<file path="config.mk">
export PLATFORM = sky130hd
export DESIGN_NAME = instruction_fetch
export DESIGN_NICKNAME = d
export VERILOG_FILES = /design/src/rtl/instruction_fetch_pkg.sv /design/src/rtl/instruction_fetch_pc_register.sv /design/src/rtl/instruction_fetch.sv
export SDC_FILE = /design/constraint.sdc
export NUM_CORES = 1
export LEC_CHECK = 0
export ABC_AREA = 1
export CORE_ASPECT_RATIO = 1.4
export CORE_MARGIN = 2
export CORE_UTILIZATION = 40
export CTS_BUF_LIST = sky130_fd_sc_hd__clkbuf_16
export DETAILED_ROUTE_END_ITERATION = 8
export PLACE_DENSITY_LB_ADDON = 0.1
export SETUP_SLACK_MARGIN = 0.02
export SYNTH_ARGS = -nofsm -noshare
export SYNTH_HDL_FRONTEND = slang
export SYNTH_HIERARCHICAL = 1
export SYNTH_SLANG_ARGS = --single-unit
</file>
<file path="constraint.sdc">
create_clock -name Clock -period 2.5 [get_ports Clock]
set_input_delay 0.75 -clock Clock [delete_from_list [all_inputs] [get_ports Clock]]
set_output_delay 0.75 -clock Clock [all_outputs]
set_load 0.01 [all_outputs]
</file>
<file path="src/rtl/instruction_fetch_pkg.sv">
`default_nettype none
// +----------------------------------------------------------------------+
// | instruction_fetch_pkg : shared constants for the fetch stage          |
// | Rev 1.0                                                               |
// +----------------------------------------------------------------------+
package instruction_fetch_pkg;

  localparam int         c_opcode_msb = 27;
  localparam int         c_opcode_lsb = 24;
  localparam logic [3:0] c_op_nop     = 4'h0;

  localparam logic [27:0] c_bubble_word = {c_op_nop, 24'd0};

  localparam logic [1:0] c_st_boot     = 2'd0;
  localparam logic [1:0] c_st_run      = 2'd1;
  localparam logic [1:0] c_st_redirect = 2'd2;

  localparam logic [1:0] c_pc_hold = 2'd0;
  localparam logic [1:0] c_pc_incr = 2'd1;
  localparam logic [1:0] c_pc_load = 2'd2;

endpackage
`default_nettype wire

</file>
<file path="src/rtl/instruction_fetch_pc_register.sv">
`default_nettype none
// +----------------------------------------------------------------------+
// | pc_register : program counter with hold / increment / load select    |
// | Rev 1.0                                                               |
// +----------------------------------------------------------------------+
module pc_register
  import instruction_fetch_pkg::*;
#(
  parameter int                    ADDR_WIDTH   = 16,
  parameter logic [ADDR_WIDTH-1:0] RESET_VECTOR = '0
) (
  input  logic                  clk,
  input  logic                  rst,
  input  logic [1:0]            i_sel,
  input  logic [ADDR_WIDTH-1:0] i_target,
  output logic [ADDR_WIDTH-1:0] o_pc
);

  logic [ADDR_WIDTH-1:0] r_pc;

  // Increment wraps naturally modulo 2^ADDR_WIDTH
  always_ff @(posedge clk or posedge rst) begin
    if (rst) begin
      r_pc <= RESET_VECTOR;
    end else begin
      case (i_sel)
        c_pc_incr: r_pc <= r_pc + ADDR_WIDTH'(1);
        c_pc_load: r_pc <= i_target;
        default:   r_pc <= r_pc;
      endcase
    end
  end

  assign o_pc = r_pc;

endmodule
`default_nettype wire

</file>
<file path="src/rtl/instruction_fetch.sv">
`default_nettype none
// +----------------------------------------------------------------------+
// | instruction_fetch : PC, ROM addressing, IF/ID register, redirects    |
// | Rev 1.0                                                               |
// +----------------------------------------------------------------------+
module instruction_fetch
  import instruction_fetch_pkg::*;
#(
  parameter int                    ADDR_WIDTH   = 16,
  parameter int                    INSTR_WIDTH  = 28,
  parameter logic [ADDR_WIDTH-1:0] RESET_VECTOR = '0,
  parameter int                    FLUSH_CYCLES = 1
) (
  input  logic                   Clock,
  input  logic                   Reset,
  input  logic                   iStall,
  input  logic                   iBranchTaken,
  input  logic [ADDR_WIDTH-1:0]  iBranchTarget,
  output logic [ADDR_WIDTH-1:0]  oAddress,
  input  logic [INSTR_WIDTH-1:0] iInstruction,
  output logic [INSTR_WIDTH-1:0] oInstruction,
  output logic [ADDR_WIDTH-1:0]  oPC,
  output logic                   oValid
);

  localparam logic [INSTR_WIDTH-1:0] c_bubble = INSTR_WIDTH'(c_op_nop) << c_opcode_lsb;
  localparam logic [1:0]             c_flush  = 2'(FLUSH_CYCLES);

  logic [1:0]             r_state;
  logic [1:0]             r_flush_cnt;
  logic [INSTR_WIDTH-1:0] r_instr;
  logic [ADDR_WIDTH-1:0]  r_pc_out;
  logic                   r_valid;
  logic [ADDR_WIDTH-1:0]  w_pc;
  logic [1:0]             w_pc_sel;
  logic                   w_redirect;

  // Branches are ignored while BOOT so the first cycle out of reset is always a bubble
  assign w_redirect = iBranchTaken && (r_state != c_st_boot);

  always_comb begin
    w_pc_sel = c_pc_hold;
    if (w_redirect) begin
      w_pc_sel = c_pc_load;
    end else if ((r_state == c_st_run) && !iStall) begin
      w_pc_sel = c_pc_incr;
    end
  end

  pc_register #(
    .ADDR_WIDTH   (ADDR_WIDTH),
    .RESET_VECTOR (RESET_VECTOR)
  ) u_pc_register (
    .clk      (Clock),
    .rst      (Reset),
    .i_sel    (w_pc_sel),
    .i_target (iBranchTarget),
    .o_pc     (w_pc)
  );

  always_ff @(posedge Clock or posedge Reset) begin
    if (Reset) begin
      r_state     <= c_st_boot;
      r_flush_cnt <= 2'd0;
      r_instr     <= c_bubble;
      r_pc_out    <= '0;
      r_valid     <= 1'b0;
    end else if (w_redirect) begin
      r_instr  <= c_bubble;
      r_pc_out <= iBranchTarget;
      r_valid  <= 1'b0;
      if (FLUSH_CYCLES == 0) begin
        r_state <= c_st_run;
      end else begin
        r_state     <= c_st_redirect;
        r_flush_cnt <= c_flush;
      end
    end else begin
      case (r_state)
        c_st_boot: r_state <= c_st_run;
        c_st_run: begin
          if (!iStall) begin
            r_instr  <= iInstruction;
            r_pc_out <= w_pc;
            r_valid  <= 1'b1;
          end
        end
        c_st_redirect: begin
          // Stall freezes the flush count; last bubble hands over to RUN
          if (!iStall) begin
            r_flush_cnt <= r_flush_cnt - 2'd1;
            if (r_flush_cnt <= 2'd1) begin
              r_state <= c_st_run;
            end
          end
        end
        default: r_state <= c_st_boot;
      endcase
    end
  end

  assign oAddress     = w_pc;
  assign oInstruction = r_instr;
  assign oPC          = r_pc_out;
  assign oValid       = r_valid;

endmodule
`default_nettype wire

</file>
==> results of run 1 <==
worst min-delay path, stage by stage, from the launching register on:
cell and delay (ps):
dfrtp_1 340, nand2_1 50, nand2_1 50
final cells by class:
| class | count | area (µm²) | share of cell area |
|---|---|---|---|
| multi-input combinational | 334 | 1500 | 0.298 |
| clock inverter | 7 | 86.3 | 0.0172 |
| timing repair buffer | 128 | 1280 | 0.255 |
| clock buffer | 9 | 225 | 0.0449 |
| sequential | 65 | 1630 | 0.324 |
| inverter | 46 | 173 | 0.0344 |
| tap | 105 | 131 | 0.0262 |
through the flow:
| stage | setup slack, ps | cell area [µm²] |
|---|---|---|
| after global routing | 86.3 | 5020 |
| after CTS | 245 | 5020 |
| final | 224 | 5020 |
| after floorplan | 334 | 3440 |
| after global placement | -77.1 | 4710 |
| after detailed placement | -92.4 | 4710 |
placed cells by master (no fill, tap or decap), drive strengths merged:
master,Yosys,final
nand4,6,6
nand2,219,219
clkdlybuf4s50,0,108
dfrtp,65,65
clkinv,0,3
o22ai,4,4
a21oi,14,14
clkinvlp,0,1
nand3b,1,1
or2,1,1
o21a,1,1
clkbuf,1,9
bufinv,0,2
o21ai,29,29
inv,46,47
nand3,18,18
buf,16,20
ha,3,3
nor2,38,38
final timing paths:
| path | endpoint | slack [ps] | startpoint | depth (start not counted) |
|---|---|---|---|---|
| setup reg to reg | u_pc_register/o_pc[4] | 700 | r_state[0] | 10 |
| hold / removal | oInstruction[26] | 470 | oInstruction[26] | 2 |
| max in group asynchronous | oInstruction[20] | 1180 | Reset | 3 |
| min in group asynchronous | u_pc_register/o_pc[13] | 810 | Reset | 3 |
| setup / recovery | u_pc_register/o_pc[4] | 220 | iBranchTaken | 10 |
| hold reg to reg | oInstruction[26] | 470 | oInstruction[26] | 2 |
routing by layer:
metal  vias to the layer above  GRT usage  wire length [µm]
met4                         0     0.0700                78
met5                         -          0                 0
met2                       108      0.330              4440
met3                         6     0.0530               516
met1                      1443      0.243              3800
li1                       1678          -                 -
flip-flops by register name, indices dropped and copies added, names as in the netlist:
signal,count
oInstruction,28
oPC,16
oValid,1
r_flush_cnt,2
r_state,2
u_pc_register/o_pc,16
logic make-up after synthesis:
group / after synthesis
flops: 65
fa+ha+maj: 3
buf+inv: 63
simple gates: 283
compound gates: 48
power breakdown:
part,total [µW],switching (µW),internal [µW]
combinational,2800,1460,1340
sequential,1820,365,1450
clock,1310,445,862
==> results.cfg, run 1 <==
[yosys]
synth_seq_area_share = 0.473
synth_top_family_by_area = simple AND/OR/NAND/NOR gates
synth_cells = 462
yosys-top-cells-area = dfrtp_1, nand2_1, inv_1
synth_edf_count = 0
ys_seq_elements = 65
synth-xor-area-share = 0
synthSimpleGateAreaFrac = 0.349
syn_area_um2 = 3440
syn_avg_cell_area_um2 = 7.44
netlist_top_cells_count = nand2_1, dfrtp_1, inv_1, nor2_1, o21ai_1
synth-compound-area-share = 0.0754
syn_nets = 513
synth.distinct_cells = 24
ys.flop_type = dfrtp_1
muxShareOfSynthArea = 0
ys_warn_count = 6
synthAdderAreaFrac = 0.0109
synth_top_area_share = 0.473
synth_top_area_cell = dfrtp_1
async_flop_share = 1.00
yosysMostFrequentCell = nand2_1

[run_status]
outcome = complete, no violations

[cts]
cts.path.max_buffers = 2
cts_tree = built
numCtsBuffers = 9
hold_buffers = 0
insertion_delay_ps = 330
cts_resized = 0
cts.htree.levels = 3
cts_root_buffer = clkbuf_16
cts.sinks = 65
cts.clk_slew.worst_paths_ps = 60
cts_setup_buffers = 0

[power_and_ir_drop]
power.leakage_uw = 0.00255
p_per_area_nw_per_um2 = 1180
power_uw = 5930
peakVddDrop_uv = 753

[cells_and_area]
n_fill_cell = 784
area_delta_synth_final_pct = 46.0
finalNetCount = 635
drive_gt1_frac = 0.110
final_core_util = 0.593
layout.cells.non_filler = 694
diodes = 0

[worst_hold_path]
hold_path.class = reg -> reg

[timing]
fin_setup_tns_ps = 0
fmax_mhz = 439
finalCritPeriodShare = 0.911
worst_pin_slew_ps = 529
setup_viol = 0
maxSlewViolCount = 0
period_minus_slack_ps = 2280
finClkSkew_ps = 6.69
fin_hold_ws_ps = 466
hold_viol = 0
slew_headroom = 0.647
rsz0062_at_grt = no

[route]
first_pass_iters = 4
vias_per_cell = 4.66
wl_per_cell_um = 12.7
via_count = 3235
first_iter_violations = 148
drc = 0
drt_wl_total_um = 8840
drtAntennaViolNets = 0

[worst_setup_path]
worstPathRequired_ps = 2710
crit_family = buffers and inverters
critPathMaxStageDelay_ps = 480
cp_data_arrival_time_ps = 2490
crit_chain = clkdlybuf4s50_1, nor2_4, nand2_4, nor2_4, inv_1, ha_1, inv_1, buf_4, a21oi_1, a21oi_1
crit_buf_inv = 4
start_kind = input port
path_max_fanout = 7
crit_slowest_cell = clkdlybuf4s50_1
path_class = in -> reg
worst_setup_path_end_kind = flop

[placed_design]
dp_hpwl_um = 6550
port-buffer-count = 108
gp_congestion = 0.841
dp.cells = 678

[global_routing]
grt_pass1_vias = 2935
grt_max_degree = 35
antenna_found_initial = 0
gr-total-overflow = 0
track_usage = 0.198
grt_pass1_wl_um = 14100

[floorplan]
start_util = 0.406
die_area_um2 = 9360
core_area_um2 = 8460
die_w_um = 82.3
dieHeight_um = 114
ioPinCount = 109
num_rows = 40

[run]
maxCapViolCount = 0
No activity file was read; power rests on OpenSTA's default activity.
==> run 2, diff against run 1 <==
--- a/config.mk
+++ b/config.mk
@@ -15,5 +15,4 @@
 export SETUP_SLACK_MARGIN = 0.02
 export SYNTH_ARGS = -nofsm -noshare
 export SYNTH_HDL_FRONTEND = slang
-export SYNTH_HIERARCHICAL = 1
 export SYNTH_SLANG_ARGS = --single-unit
==> run 2 against run 1 <==
Net effect: clock power is 5% lower; maximum frequency grew 3.8%; sequential share of layout area up 1.5 points; largest cell class unchanged; critical path depth shrank 9.
==> results.cfg, run 2 <==
[worst_setup_path]
crit_family = buffers and inverters
worstReg2RegStart = u_pc_register.o_pc[1]
path_class = reg -> out
cp-startpoint = u_pc_register.o_pc[9]
worst_setup_path_end_kind = output pin
crit_slowest_cell = clkdlybuf4s50_1
worstPathRequired_ps = 1750
crit_chain = clkdlybuf4s50_1
start_kind = flop
critPathMaxStageDelay_ps = 600
path_max_fanout = 7
crit_buf_inv = 1
cp_data_arrival_time_ps = 1440

[route]
drt_wl_total_um = 8690
wl_per_cell_um = 13.4
drtAntennaViolNets = 0
vias_per_cell = 4.80
first_iter_violations = 116
via_count = 3123
first_pass_iters = 4
drc = 0

[cells_and_area]
area_delta_synth_final_pct = 44.9
n_fill_cell = 788
layout_common_cells = nand2_1, clkdlybuf4s50_1, dfrtp_1
layout_commonest_cell = nand2_1
drive_gt1_frac = 0.0894
diodes = 0
finalNetCount = 593
post-route-cell-area_um2 = 4800
largest_register_ffs = 28

[floorplan]
core_area_um2 = 8100
start_util = 0.409
die_area_um2 = 9040
die_w_um = 80.9
num_rows = 39
dieHeight_um = 112
ioPinCount = 109

[cts]
cts_setup_buffers = 0
numCtsBuffers = 9
cts.sinks = 65
cts.clk_slew.worst_paths_ps = 60
insertion_delay_ps = 330
cts.path.max_buffers = 2
cts_resized = 0
cts.htree.levels = 3
hold_buffers = 0
cts_tree = built
cts_root_buffer = clkbuf_16

[worst_hold_path]
min_from = oInstruction[9]
hold_path.class = reg -> reg

[yosys]
ys_seq_elements = 65
syn_avg_cell_area_um2 = 7.64
yosysMostFrequentCell = nand2_1
syn_nets = 484
yosys-top-cells-area = dfrtp_1, nand2_1, nor2_1
ys_warn_count = 0
synth.distinct_cells = 28
synth_edf_count = 0
synth_top_area_cell = dfrtp_1
synth_seq_area_share = 0.491
syn_area_um2 = 3310
ys.flop_type = dfrtp_1
netlist_top_cells_count = nand2_1, dfrtp_1, nor2_1, inv_1, o21ai_0
async_flop_share = 1.00
synth_top_area_share = 0.491
synth_cells = 434

[timing]
fin_setup_tns_ps = 0
maxSlewViolCount = 0
worst_pin_slew_ps = 349
rsz0062_at_grt = no
slew_headroom = 0.768
period_minus_slack_ps = 2190
setup_viol = 0
finalCritPeriodShare = 0.877
fmax_mhz = 456
hold_viol = 0
finClkSkew_ps = 6.89

[global_routing]
grt_max_degree = 66
gr-total-overflow = 0
grt_pass1_wl_um = 14700
track_usage = 0.208
grt_pass1_vias = 3086
antenna_found_initial = 0

[run_status]
outcome = complete, no violations

[power_and_ir_drop]
power.leakage_uw = 0.00225
peakVddDrop_uv = 683
p_per_area_nw_per_um2 = 1320

[run]
maxCapViolCount = 0

[placed_design]
placed_area_um2 = 4510
dp_hpwl_um = 6210
gp_congestion = 0.886
port-buffer-count = 108
-- run 2: stage by stage --
stage,setup WS [ps],cells,hold slack [ps],power [µW],utilization
finish,308,650,483,6330,0.593
global route,268,650,514,6860,0.593
CTS,295,650,491,6400,0.593
detailed placement,218,634,476,5110,0.556
global placement,271,634,464,5070,0.556
floorplan,124,434,514,3700,-
-- run 2: worst paths after layout --
check	end	slack, ps	depth (start not counted)
min in group asynchronous	oPC[5]	820	3
hold reg to reg	oInstruction[9]	480	2
setup reg to reg	u_pc_register.o_pc[10]	840	8
hold / removal	oInstruction[9]	480	2
max in group asynchronous	r_flush_cnt[1]	1400	3
setup / recovery	oAddress[9]	310	1
-- run 2: kinds of logic after synthesis --
group                      synth area share
and+or+nand+nor                       0.279
AOI/OAI and AO/OA                     0.128
DFF                                   0.491
buffers and inverters                0.0898
xor gates and xnor gates            0.00529
adders and majority gates           0.00755
-- run 2: layout make-up --
class	count	area, µm²	share of cell area
well taps	102	128	0.0266
clock buffers	9	225	0.0469
clock inverters	7	71.3	0.0149
inverters	44	168	0.0349
flip-flops and latches	65	1630	0.339
repair buffers	118	1190	0.249
multi-input cells	305	1390	0.289
-- run 2: where the power goes --
group	internal (µW)	total [µW]	switching, µW
Sequential	1550	1960	415
Clock	771	1240	468
Combinational	1480	3130	1650
Total	3800	6330	2530
-- run 2: per-layer routing --
layer,part of all wire,track usage
met1,0.42,0.267
met2,0.49,0.329
met3,0.058,0.0519
met4,0.026,0.0904
met5,0,0
==> run 3, diff against run 2 <==
--- a/config.mk
+++ b/config.mk
@@ -7,7 +7,6 @@
 export LEC_CHECK = 0
 export ABC_AREA = 1
 export CORE_ASPECT_RATIO = 1.4
-export CORE_MARGIN = 2
 export CORE_UTILIZATION = 40
 export CTS_BUF_LIST = sky130_fd_sc_hd__clkbuf_16
 export DETAILED_ROUTE_END_ITERATION = 8
==> run 3 against run 2 <==
Net effect: via count shrank 0.45%; sequential cell count is the same; critical path depth is the same; non-clock buffer count is the same; final area shrank 0.47%; maximum frequency shrank 0.13%; largest cell class unchanged; largest power group unchanged; highest routed layer unchanged.
==> results.cfg, run 3 (synthesis results as in run 2) <==
[run_status]
outcome = complete, no violations

[power_and_ir_drop]
seq_power_share = 0.310
p_clk_frac = 0.191
switching_share = 0.399
p_per_area_nw_per_um2 = 1310
power.switching_uw = 2500
power.leakage_uw = 0.00225
combPwrFrac = 0.499
p_int_uw = 3770
peakVddDrop_uv = 521

[global_routing]
grt_use_met2 = 0.372
antenna_found_initial = 0
grt_max_degree = 66
use_met3 = 0.0788
grt.busiest_layer = met2
track_usage = 0.216
grt_pass1_wl_um = 14100
gr-total-overflow = 0
grt_pass1_vias = 3024
grtUsageMet1 = 0.239

[floorplan]
start_util = 0.420
core_area_um2 = 7890
ioPinCount = 109
die_area_um2 = 8660
num_rows = 38
dieHeight_um = 110
die_w_um = 78.9

[route]
first_pass_iters = 4
via_count = 3109
drtAntennaViolNets = 0
drc = 0
first_iter_violations = 194
drt_wl_total_um = 8650
vias_per_cell = 4.81
wl_per_cell_um = 13.4

[timing]
rsz0062_at_grt = no
hold_viol = 0
maxSlewViolCount = 0
finClkSkew_ps = 5.74
fin_setup_tns_ps = 0
fmax_mhz = 456
slew_headroom = 0.706
setup_viol = 0
finalCritPeriodShare = 0.878
period_minus_slack_ps = 2200
worst_pin_slew_ps = 440

[worst_setup_path]
critPathMaxStageDelay_ps = 600
crit_family = buffers and inverters
cp-startpoint = u_pc_register.o_pc[9]
path_max_fanout = 7
crit_chain = clkdlybuf4s50_1
worstPathRequired_ps = 1750
worstReg2RegStart = u_pc_register.o_pc[1]
worst_setup_path_end_kind = output pin
crit_slowest_cell = clkdlybuf4s50_1
start_kind = flop
crit_buf_inv = 1
cp_data_arrival_time_ps = 1450
path_class = reg -> out

[cells_and_area]
layout_common_cells = nand2_1, clkdlybuf4s50_1, dfrtp_1
largest_register_ffs = 28
area_delta_synth_final_pct = 44.2
final_core_util = 0.606
drive_gt1_frac = 0.0841
finalNetCount = 593
diodes = 0
layout_commonest_cell = nand2_1

[cts]
cts.sinks = 65
cts.htree.levels = 3
cts_resized = 0
cts.path.max_buffers = 2
cts_tree = built
hold_buffers = 0
cts_root_buffer = clkbuf_16
cts_setup_buffers = 0
numCtsBuffers = 9
insertion_delay_ps = 330
cts.clk_slew.worst_paths_ps = 50

[placed_design]
port-buffer-count = 108
gp_congestion = 0.866
dp_hpwl_um = 6160

[worst_hold_path]
min_from = oInstruction[10]
hold_path.class = reg -> reg

[run]
maxCapViolCount = 0
run 3: cell types whose count changed in the layout (fill, tap and decap cells not counted), sizes merged:
| cell | previous run | this run |
|---|---|---|
| clkinvlp | 2 | 0 |
| clkinv | 2 | 4 |
| inv | 46 | 45 |
run 3: power by group through the flow:
| stage | Combinational, µW | Clock [µW] | Sequential, µW |
|---|---|---|---|
| after floorplan | 1610 | 0 | 2080 |
| after detailed placement | 3150 | 0 | 1960 |
| after global placement | 3100 | 0 | 1960 |
| after CTS | 3170 | 1230 | 1950 |
| after global routing | 3500 | 1270 | 2010 |
| final | 3140 | 1200 | 1950 |
run 3: area by class of cell:
| class | instances | area (µm²) |
|---|---|---|
| flip-flops and latches | 65 | 1630 |
| repair buffers | 118 | 1190 |
| inverters | 44 | 168 |
| multi-input cells | 305 | 1390 |
| clock buffers | 9 | 225 |
| clock inverters | 6 | 51.3 |
| fillers | 738 | 3110 |
| well taps | 100 | 125 |
run 3: final timing paths:
path	to	slack, ps	cells past startpoint
min in group asynchronous	oPC[2]	820	3
min reg2reg	oInstruction[10]	480	2
max reg2reg	u_pc_register.o_pc[10]	820	8
max in group asynchronous	oInstruction[10]	1410	3
min	oInstruction[10]	480	2
max	oAddress[9]	300	1
run 3: worst min-delay path: stages, from the launching register on:
cell and delay (ps):
dfrtp_1 340, nand2_1 50, o21ai_0 60
run 3: per-stage QoR:
step | cells | cell area (µm²) | total power, µW | worst slack [ps] | hold WS (ps)
floorplan | 434 | 3310 | 3700 | 124 | 514
global placement | 632 | 4500 | 5050 | 193 | 466
detailed placement | 632 | 4500 | 5110 | 166 | 472
CTS | 647 | 4780 | 6360 | 305 | 487
global route | 647 | 4780 | 6780 | 276 | 499
finish | 647 | 4780 | 6280 | 305 | 480
run 3: routing by layer:
metal,up-vias,share of wire
met5,-,0
met4,0,0.016
met1,1411,0.41
met3,14,0.069
li1,1582,-
met2,102,0.50
